--- config.mk ---
export PLATFORM = sky130hd
export DESIGN_NAME = data_sram_bridge
export DESIGN_NICKNAME = d
export VERILOG_FILES = /design/src/rtl/data_sram_bridge.sv
export SDC_FILE = /design/constraint.sdc
export NUM_CORES = 1
export LEC_CHECK = 0
export ABC_CLOCK_PERIOD_IN_PS = 1900
export BUFFER_PORTS_ARGS = -buffer_cell sky130_fd_sc_hd__buf_2
export CAP_MARGIN = 15
export CORE_MARGIN = 4
export CORE_UTILIZATION = 40
export CTS_CLUSTER_DIAMETER = 200
export DETAILED_ROUTE_END_ITERATION = 6
export PLACE_DENSITY = 0.73
export SLEW_MARGIN = 20
export SYNTH_ARGS = -nofsm -noshare
export SYNTH_HDL_FRONTEND = slang
export SYNTH_SLANG_ARGS = --single-unit
--- constraint.sdc ---
create_clock -name clk -period 1.9 [get_ports clk]
set_clock_uncertainty 0.05 [all_clocks]
set_input_delay 0.19 -clock clk [delete_from_list [all_inputs] [get_ports clk]]
set_output_delay 0.19 -clock clk [all_outputs]
set_load 0.02 [all_outputs]
--- src/rtl/data_sram_bridge.sv ---
// Data-side bridge from the core's ME-stage SRAM-style access to a req/addr_ok/data_ok bus.
// Optional DATA_SRAM_BRIDGE_KSEG_MAP_EN clears bits [31:29] of 0x8000_0000-0xBFFF_FFFF addresses.
module data_sram_bridge (
  input  logic        clk,
  input  logic        rst,
  input  logic        cpu_en,
  input  logic [3:0]  cpu_wen,
  input  logic [31:0] cpu_addr,
  input  logic [31:0] cpu_wdata,
  input  logic        cpu_flush,
  input  logic        pipe_stall,
  output logic [31:0] cpu_rdata,
  output logic        cpu_stall,
  output logic        data_req,
  output logic        data_wr,
  output logic [1:0]  data_size,
  output logic [31:0] data_addr,
  output logic [31:0] data_wdata,
  input  logic        data_addr_ok,
  input  logic [31:0] data_rdata,
  input  logic        data_data_ok
);

  typedef enum logic [1:0] {
    IDLE = 2'd0,
    ADDR = 2'd1,
    DATA = 2'd2,
    HOLD = 2'd3
  } state_t;

  state_t      state_r;
  state_t      state_nx;
  logic        cancel_r;
  logic        cancel_now_s;
  logic        start_s;
  logic [31:0] addr_cap_s;

  function automatic logic [1:0] size_of(input logic [3:0] wen);
    logic [1:0] sz;
    case (wen)
      4'b0011, 4'b1100:                   sz = 2'd1;
      4'b0001, 4'b0010, 4'b0100, 4'b1000: sz = 2'd0;
      default:                            sz = 2'd2;
    endcase
    return sz;
  endfunction

  // Reads yield 0 here, which gives the word-aligned read address.
  function automatic logic [1:0] low_of(input logic [3:0] wen);
    logic [1:0] lo;
    if (wen[0])      lo = 2'd0;
    else if (wen[1]) lo = 2'd1;
    else if (wen[2]) lo = 2'd2;
    else if (wen[3]) lo = 2'd3;
    else             lo = 2'd0;
    return lo;
  endfunction

  function automatic logic [31:0] map_addr(input logic [31:0] addr);
    logic [31:0] m;
`ifdef DATA_SRAM_BRIDGE_KSEG_MAP_EN
    if (addr[31:30] == 2'b10) m = {3'b000, addr[28:0]};
    else                      m = addr;
`else
    m = addr;
`endif
    return m;
  endfunction

  assign start_s      = cpu_en && !cpu_flush;
  assign cancel_now_s = cancel_r || cpu_flush;
  assign addr_cap_s   = (map_addr(cpu_addr) & 32'hFFFF_FFFC) | {30'd0, low_of(cpu_wen)};

  // Next-state decode and the data-side stall to the core.
  always_comb begin
    state_nx  = state_r;
    cpu_stall = 1'b0;
    case (state_r)
      IDLE: begin
        if (start_s) begin
          state_nx  = ADDR;
          cpu_stall = 1'b1;
        end else begin
          state_nx  = IDLE;
        end
      end
      ADDR: begin
        cpu_stall = 1'b1;
        if (data_addr_ok) state_nx = DATA;
        else              state_nx = ADDR;
      end
      DATA: begin
        cpu_stall = 1'b1;
        if (data_data_ok) state_nx = cancel_now_s ? IDLE : HOLD;
        else              state_nx = DATA;
      end
      HOLD: begin
        if (!pipe_stall || cpu_flush) state_nx = IDLE;
        else                          state_nx = HOLD;
      end
      default: begin
        state_nx = IDLE;
      end
    endcase
  end

  // State, captured bus fields, cancel flag and load data.
  always_ff @(posedge clk or negedge rst) begin
    if (!rst) begin
      state_r    <= IDLE;
      cancel_r   <= 1'b0;
      data_req   <= 1'b0;
      data_wr    <= 1'b0;
      data_size  <= 2'd0;
      data_addr  <= 32'd0;
      data_wdata <= 32'd0;
      cpu_rdata  <= 32'd0;
    end else begin
      state_r <= state_nx;
      if (state_nx == IDLE)
        cancel_r <= 1'b0;
      else if ((state_r == ADDR || state_r == DATA) && cpu_flush)
        cancel_r <= 1'b1;
      else
        cancel_r <= cancel_r;
      case (state_r)
        IDLE: begin
          if (start_s) begin
            data_req   <= 1'b1;
            data_wr    <= (cpu_wen != 4'b0000);
            data_size  <= size_of(cpu_wen);
            data_addr  <= addr_cap_s;
            data_wdata <= cpu_wdata;
          end
        end
        ADDR: begin
          if (data_addr_ok) data_req <= 1'b0;
        end
        DATA: begin
          // A cancelled load still drains the bus but never reaches the core.
          if (data_data_ok && !data_wr && !cancel_now_s) cpu_rdata <= data_rdata;
        end
        default: begin
          data_req <= 1'b0;
        end
      endcase
    end
  end

endmodule

Word level (Yosys, flattened, before mapping)
Index checks and enable logic that the tools add are counted.
- flip-flop bits (word level): 103
- bits in latches: 0
- memory bits (writable): 0
- bits in read-only memories: 0
- output and inout port bits: 101
- logic and storage cells: 60
- memories: 0
- add/sub/neg operators: 0
- multipliers: 0
- divide/modulo/power cells: 0
- order comparisons: 0
- equality and inequality tests: 11
- shift-type cells: 0
- muxes and demuxes: 18
- bitwise logic cells: 2
- reductions and logical operators: 21
- operator list (operator ; count):
    bitwise OR 32 x 2 -> 32 bit ; 1
    two-way mux 2 bit ; 8
    equality test 4 x 2 -> 1 bit (second input constant) ; 2
    equality test 4 bit (second input constant) ; 2
    one-hot mux 2 bit (4 select lines) ; 1
    two-way mux 1 bit ; 6
    equality test 2 bit (second input constant) ; 2
    equality test 4 x 1 -> 1 bit (second input constant) ; 1
    equality test 4 x 3 -> 1 bit (second input constant) ; 1
    logical AND 1 bit ; 4
    zero test 1 bit ; 4
    zero test 2 bit ; 2
    != test 2 bit (second input constant) ; 2
    one-hot mux 2 bit (2 select lines) ; 1
    AND reduction 2 bit ; 2
    nonzero test 4 bit ; 1
    OR reduction 2 bit ; 2
    OR reduction 4 bit ; 1
    logical OR 1 bit ; 3
    one-hot mux 1 bit (3 select lines) ; 1
    AND reduction 3 bit ; 1
    equality test 2 x 1 -> 1 bit (second input constant) ; 1
    one-hot mux 1 bit (2 select lines) ; 1
    nonzero test 2 bit ; 1
    inverter 1 bit ; 1

Logic depth before layout (Yosys ltp)
Gate-level depths: netlist (run 1).
- depth in word-level cells: 6
- mapped depth: 7
- gate-level depth less buffers: 5

Least setup slack after synthesis (run 1)
Ideal clock, no wire load.
- path kind: reg2reg
- from: register state_r[0]
- to: register cpu_rdata[0]
- arrival: 1595 ps
- slack: 130 ps
- cell stages (with the launch flop): 8
- clock period less this slack: 1770 ps
- cell sequence: dfrtp_1 -> inv_1 -> ha_1 -> and4bb_1 -> nor2b_4 -> buf_6 -> buf_12 -> mux2_4
- longest elaborated chain between the ends: 2
- ends and longest elaborated chain (element ; line ; source):
    start: declaration ; 31 ; state_t state_r;
    start signal: assignment ; 119 ; state_r <= state_nx;
    equality test 2 bit ; 126 ; case (state_r)
    AND reduction 2 bit (no line) ; n/a ;
    end signal: assignment ; 141 ; if (data_data_ok && !data_wr && !cancel_now_s) cpu_rdata <= data_rdata;
    end: declaration ; 12 ; output logic [31:0] cpu_rdata,
No other way between the ends.
A chain may end at the register's enable or synchronous reset.

Worst setup path after layout (run 1)
- from: register state_r[1]
- to: output cpu_stall
- longest elaborated chain between the ends: 3
- elaborated cells on any way between the ends: 5
- those cells by class: 2 x eq/ne; 1 x mux; 2 x reduce/logical
- ends and longest elaborated chain (element ; line ; source):
    equality test 2 x 1 -> 1 bit or equality test 2 bit (tied branches) ; 78 ; case (state_r)
    OR reduction 2 bit (no line) ; n/a ;
    one-hot mux 1 bit (2 select lines) (*) ; 78 ;
    end: declaration ; 13 ; output logic cpu_stall,
Every way passes the cells marked *; elsewhere a longest branch is shown, timed or not.

==> results_dict.tcl, run 1 <==
set metrics [dict create \
    outcome "complete, no violations" \
    startpoint_type "register" \
    synth.largest_area_cell "dfrtp_1" \
    cts-htree-levels 3 \
    maxCapViolCount 0 \
    drtIter0Drc 117 \
    path_delay_family "buffers and inverters" \
    numCtsBuffers 9 \
    required_ns 1.66 \
    drive_above_1_share_pct 64.2 \
    syn_inst 252 \
    ys_warn_count 0 \
    switching_share_pct 38.8 \
    finalPower_w 0.00938 \
    antenna_cells 0 \
    cp.arrival_ns 1.58 \
    ys_seq_area_share_pct 61.9 \
    synth_ff_type "dfrtp_1" \
    hp-class "in2reg" \
    antenna_found_initial 0 \
    syn_area_sq_um 4170 \
    cts_tree "built" \
    avgSynthCellArea_sq_um 16.5 \
    grt_pass1_wl_microns 15900 \
    hold_violations 0 \
    wl_per_cell_microns 15.9 \
    overflow 0 \
    yosysMostFrequentCell "dfrtp_1" \
    ys_seq_elements 103 \
    finalSetupViolCount 0 \
    irDropWorstVdd_mv 0.781 \
    fin_util_pct 61.7 \
    place_congestion 0.824 \
    ant_nets 0 \
    crit_path_max_incr_delay_ns 0.40 \
    path_clk_slew_ns 0.10 \
    synth_cell_types 29 \
    grt_util_all_layers_pct 16.8 \
    crit_type "reg2out" \
    intPower_w 0.00573 \
    p_leak_nw 3.16 \
    port-buffer-count 205 \
    netlist_top_cells_area "dfrtp_1 62%, mux2_2 17%, mux2_4 11%, ha_1 1.8%, buf_12 1.4%" \
    p_switching_w 0.00364 \
    fmax_mhz 548 \
    clockBufferDepth 2 \
    ys_top_cells_by_count "103 x dfrtp_1, 64 x mux2_2, 30 x mux2_4" \
    grt_pass1_vias 3241 \
    fin_tns_setup_ns 0 \
    clock_sinks 103 \
    clkPwrFrac_pct 13.5 \
    report.final.slew_viol_count 0 \
    finalCritPeriodShare_pct 96.0 \
    final.min_clock_period_ns 1.82 \
    hpwl_microns 7450 \
    nets 636 \
    syn_nets 365 \
    vias 3045 \
    floorplan.initialDensity_pct 41.9 \
    dpl_cell_area_sq_um 5430 \
    core_sq_um 9950 \
    path_max_fanout 3 \
    viasPerCell 4.61 \
    path_buf_inv 3 \
    dr.pass1.iters 4 \
    endpoint_kind "primary output" \
    grt_max_degree 50 \
    synth_top_area_share_pct 61.9 \
    die-area_sq_um 12100 \
    fin_ws_ns 0.0767 \
    cp_cell_sequence "inv_2, ha_4, nand3b_1, buf_12, a21oi_1, buf_4" \
    wirelength_microns 10500 \
    slowest_stage "dfrtp_1" \
    tightest_slew_ns 0.465 \
    clk_latency_ns 0.34 \
    drc 0 \
    syn_to_final_growth_pct 47.5 \
    io_pins 208 \
    synth_edf_count 0 \
    powerDensity_nw_per_um2 1530 \
    relSlewSlack_pct 69.0 \
    dieHeight_microns 110 \
    rows 36 \
    rsz0062_at_grt "true" \
    cts_root_buffer "clkbuf_8" \
    die_width_microns 110 \
    final_area_sq_um 6140 \
    dpl_worst_slack_ns 0.0826 \
    ys_async_sr_fraction_pct 100 \
    p_comb_share_pct 47.0 \
    seqPwrFrac_pct 39.5 \
]
==> cells in the final DEF, fill, tap and decap left out, types with 3 or more instances in the layout <==
cell type        n
buf_12           6
buf_2          203
nor2_1           3
mux2_4          31
mux2_2          63
dlygate4sd3_1   46
dfrtp_1        103
o21ai_0          3
buf_4           17
clkbuf_8        10
nand2_1          4
a21oi_1          5
ha_1             5
==> cells by family (layout without fill, tap and decap cells) <==
| logic type | Yosys count | count (layout) | synth area share (%) |
|---|---|---|---|
| DFF | 103 | 103 | 61.9 |
| muxes | 94 | 94 | 28.1 |
| AOI/OAI and AO/OA | 16 | 16 | 2.52 |
| and+or+nand+nor | 16 | 16 | 2.46 |
| buffers and inverters | 16 | 292 | 3.03 |
| adders and majority gates | 6 | 6 | 1.80 |
| xor gates and xnor gates | 1 | 1 | 0.210 |
==> registers in the layout, summed over array words and instances, names as in the netlist <==
name / flops
cpu_rdata: 32
data_addr: 32
data_wdata: 32
data_size: 2
state_r: 2
cancel_r: 1
data_req: 1
data_wr: 1
==> per-layer routing <==
metal	GRT usage (%)	share of wire, %
met1	19.2	38
met2	29.8	52
met3	5.18	7.7
met4	5.97	2.2
met5	0	0
==> cell type report <==
class	count	area, sq um
tap	133	166
fill	791	3810
clock buffer	11	141
clock inverter	5	41.3
inverter	4	15.0
multi-input combinational	133	1480
timing repair buffer	272	1720
sequential	103	2580
==> worst paths after layout <==
kind | slack, ns | end | from | cells past startpoint
min | 0.02 | data_addr[8] | cpu_addr[8] | 2
max in group asynchronous | 0.89 | data_addr[0] | rst | 3
min in group asynchronous | 0.27 | data_addr[31] | rst | 2
min reg2reg | 0.44 | data_addr[1] | data_addr[1] | 2
max | 0.08 | cpu_stall | state_r[1] | 6
max reg2reg | 0.08 | cpu_rdata[27] | state_r[0] | 6
==> power groups by stage <==
stage | Combinational, W | Clock [W] | Sequential, W
global placement | 0.00417 | 0 | 0.00368
CTS | 0.00442 | 0.00132 | 0.00370
floorplan | 0.00141 | 0 | 0.00497
detailed placement | 0.00426 | 0 | 0.00374
finish | 0.00441 | 0.00126 | 0.00371
global route | 0.00471 | 0.00141 | 0.00383
==> repair_timing <==
action,in CTS,in global routing
setup buffers,5,2
endpoints found under the setup margin,1,7
gates resized for setup,4,2
endpoints found under the hold margin,69,9
pin swaps,1,2
gates cloned,1,0
hold buffers,37,9
==> metrics by stage <==
| step | hold slack [ns] | instances |
|---|---|---|
| global route | 0.0000600 | 661 |
| global placement | 0.120 | 592 |
| floorplan | -0.156 | 252 |
| detailed placement | 0.126 | 592 |
| CTS | 0.0000664 | 651 |
| finish | 0.0229 | 661 |
(Power assumes the default switching activity.)
==> inputs of run 2 (changes only) <==
GPL_TIMING_DRIVEN = 0   (was unset)
==> run 2 against run 1 <==
Compared with the run above:
- critical path type unchanged
- worst hold slack worse by 0.0069 ns
- worst setup slack worse by 0.032 ns
- largest cell class unchanged
- via count up 4.0%
==> results_dict.tcl, run 2 (same netlist as run 1, synthesis figures left out) <==
set metrics [dict create \
    clk_latency_ns 0.36 \
    endpoint_kind "primary output" \
    numCtsBuffers 9 \
    place_congestion 0.787 \
    required_ns 1.66 \
    finalSetupViolCount 0 \
    hp-class "in2reg" \
    cts-htree-levels 3 \
    cp.arrival_ns 1.62 \
    grt_pass1_wl_microns 16000 \
    clock_sinks 103 \
    die-area_sq_um 12100 \
    tightest_slew_ns 0.398 \
    intPower_w 0.00596 \
    finalCritPeriodShare_pct 97.6 \
    p_switching_w 0.00363 \
    dr.pass1.iters 4 \
    path_max_fanout 5 \
    grt_max_degree 83 \
    path_clk_slew_ns 0.09 \
    ant_nets 0 \
    rsz0062_at_grt "true" \
    outcome "complete, no violations" \
    clockBufferDepth 2 \
    io_pins 208 \
    startpoint_type "register" \
    fin_tns_setup_ns 0 \
    crit_type "reg2out" \
    floorplan.initialDensity_pct 41.9 \
    switching_share_pct 37.9 \
    wirelength_microns 11000 \
    overflow 0 \
    p_comb_share_pct 46.4 \
    final.min_clock_period_ns 1.86 \
    hpwl_microns 7580 \
    timing.hold.ws_ns 0.0160 \
    grt_util_all_layers_pct 17.2 \
    r2r_cells 7 \
    p_leak_nw 3.29 \
    whs_path_depth 2 \
    core_sq_um 9950 \
    antenna_found_initial 0 \
    relSlewSlack_pct 73.5 \
    final_cell_mix "209 x buf_2, 103 x dfrtp_1, 72 x dlygate4sd3_1, 64 x mux2_2, 30 x mux2_4" \
    drtIter0Drc 98 \
    drc 0 \
    dieHeight_microns 110 \
    top_regs "cpu_rdata: 32 flops, data_addr: 32 flops, data_wdata: 32 flops" \
    syn_to_final_growth_pct 55.3 \
    report.final.slew_viol_count 0 \
    clkPwrFrac_pct 15.0 \
    cts_root_buffer "clkbuf_8" \
    port-buffer-count 205 \
    viasPerCell 4.61 \
    drive_above_1_share_pct 61.4 \
    powerDensity_nw_per_um2 1480 \
    hold_violations 0 \
    fmax_mhz 539 \
    nets 663 \
    vias 3167 \
    seqPwrFrac_pct 38.6 \
    die_width_microns 110 \
    maxCapViolCount 0 \
    cts_tree "built" \
    final_common_cell "buf_2" \
    antenna_cells 0 \
    rows 36 \
    grt_pass1_vias 3375 \
    wl_per_cell_microns 16.0 \
    irDropWorstVdd_mv 0.912 \
]
-- run 2: cell types whose count changed in the layout (fill, tap and decap cells not counted), moves of 2 or more --
cell,previous run,this run
dlygate4sd3_1,46,72
buf_4,17,7
bufinv_16,0,2
buf_6,0,2
buf_2,203,209
buf_8,0,2
-- run 2: final cells by class --
type,instances,area (sq um)
Fill cell,724,3480
Sequential cell,103,2580
Timing Repair Buffer,288,1900
Multi-Input combinational cell,133,1480
Tap cell,133,166
Clock buffer,10,128
Buffer,11,120
Clock inverter,5,81.3
Inverter,4,15.0
-- run 2: final timing paths --
kind | start | to | slack [ns]
setup / recovery | state_r[0] | cpu_stall | 0.04
hold / removal | cpu_addr[26] | data_addr[26] | 0.02
setup reg to reg | state_r[0] | cpu_rdata[0] | 0.05
hold reg to reg | data_size[1] | data_size[1] | 0.43
max in group asynchronous | rst | cpu_rdata[15] | 0.98
min in group asynchronous | rst | data_wdata[4] | 0.18
-- run 2: routing by layer --
metal / part of all wire (%) / wire length, microns / GRT usage, %
met3: 7.6 / 839 / 5.42
met2: 54 / 5990 / 32.1
met4: 2.2 / 243 / 5.70
met5: 0 / 0 / 0
met1: 36 / 3930 / 18.1
-- run 2: power groups by stage --
| stage | registers [W] | clock network, W | logic (W) |
|---|---|---|---|
| finish | 0.00370 | 0.00144 | 0.00444 |
| global route | 0.00383 | 0.00159 | 0.00474 |
| CTS | 0.00369 | 0.00151 | 0.00437 |
| floorplan | 0.00497 | 0 | 0.00141 |
| global placement | 0.00367 | 0 | 0.00412 |
| detailed placement | 0.00374 | 0 | 0.00419 |
-- run 2: timing repair --
item	4_1_cts	5_1_grt
hold endpoints to repair	164	10
pin swaps	1	1
gates resized for setup	7	4
hold buffers	62	10
buffers inserted	3	6
setup endpoints to repair	90	32
gates cloned	0	1
-- run 2: worst max-delay path, stage by stage, from the launching register on --
cell      delay, ns
dfrtp_1        0.40
inv_2          0.10
ha_2           0.19
nand3b_1       0.11
buf_8          0.15
a21oi_1        0.14
buf_4          0.16
-- run 2: stage by stage --
| step | util, % | power (W) | setup slack (ns) | cells | area [sq um] |
|---|---|---|---|---|---|
| after floorplan | - | 0.00637 | 0.130 | 252 | 4170 |
| after global placement | 53.8 | 0.00779 | -0.444 | 590 | 5360 |
| after detailed placement | 54.2 | 0.00794 | -0.0961 | 591 | 5390 |
| after CTS | 62.8 | 0.00957 | -0.00166 | 670 | 6250 |
| after global routing | 65.0 | 0.0102 | -0.0442 | 687 | 6470 |
| final | 65.0 | 0.00959 | 0.0447 | 687 | 6470 |
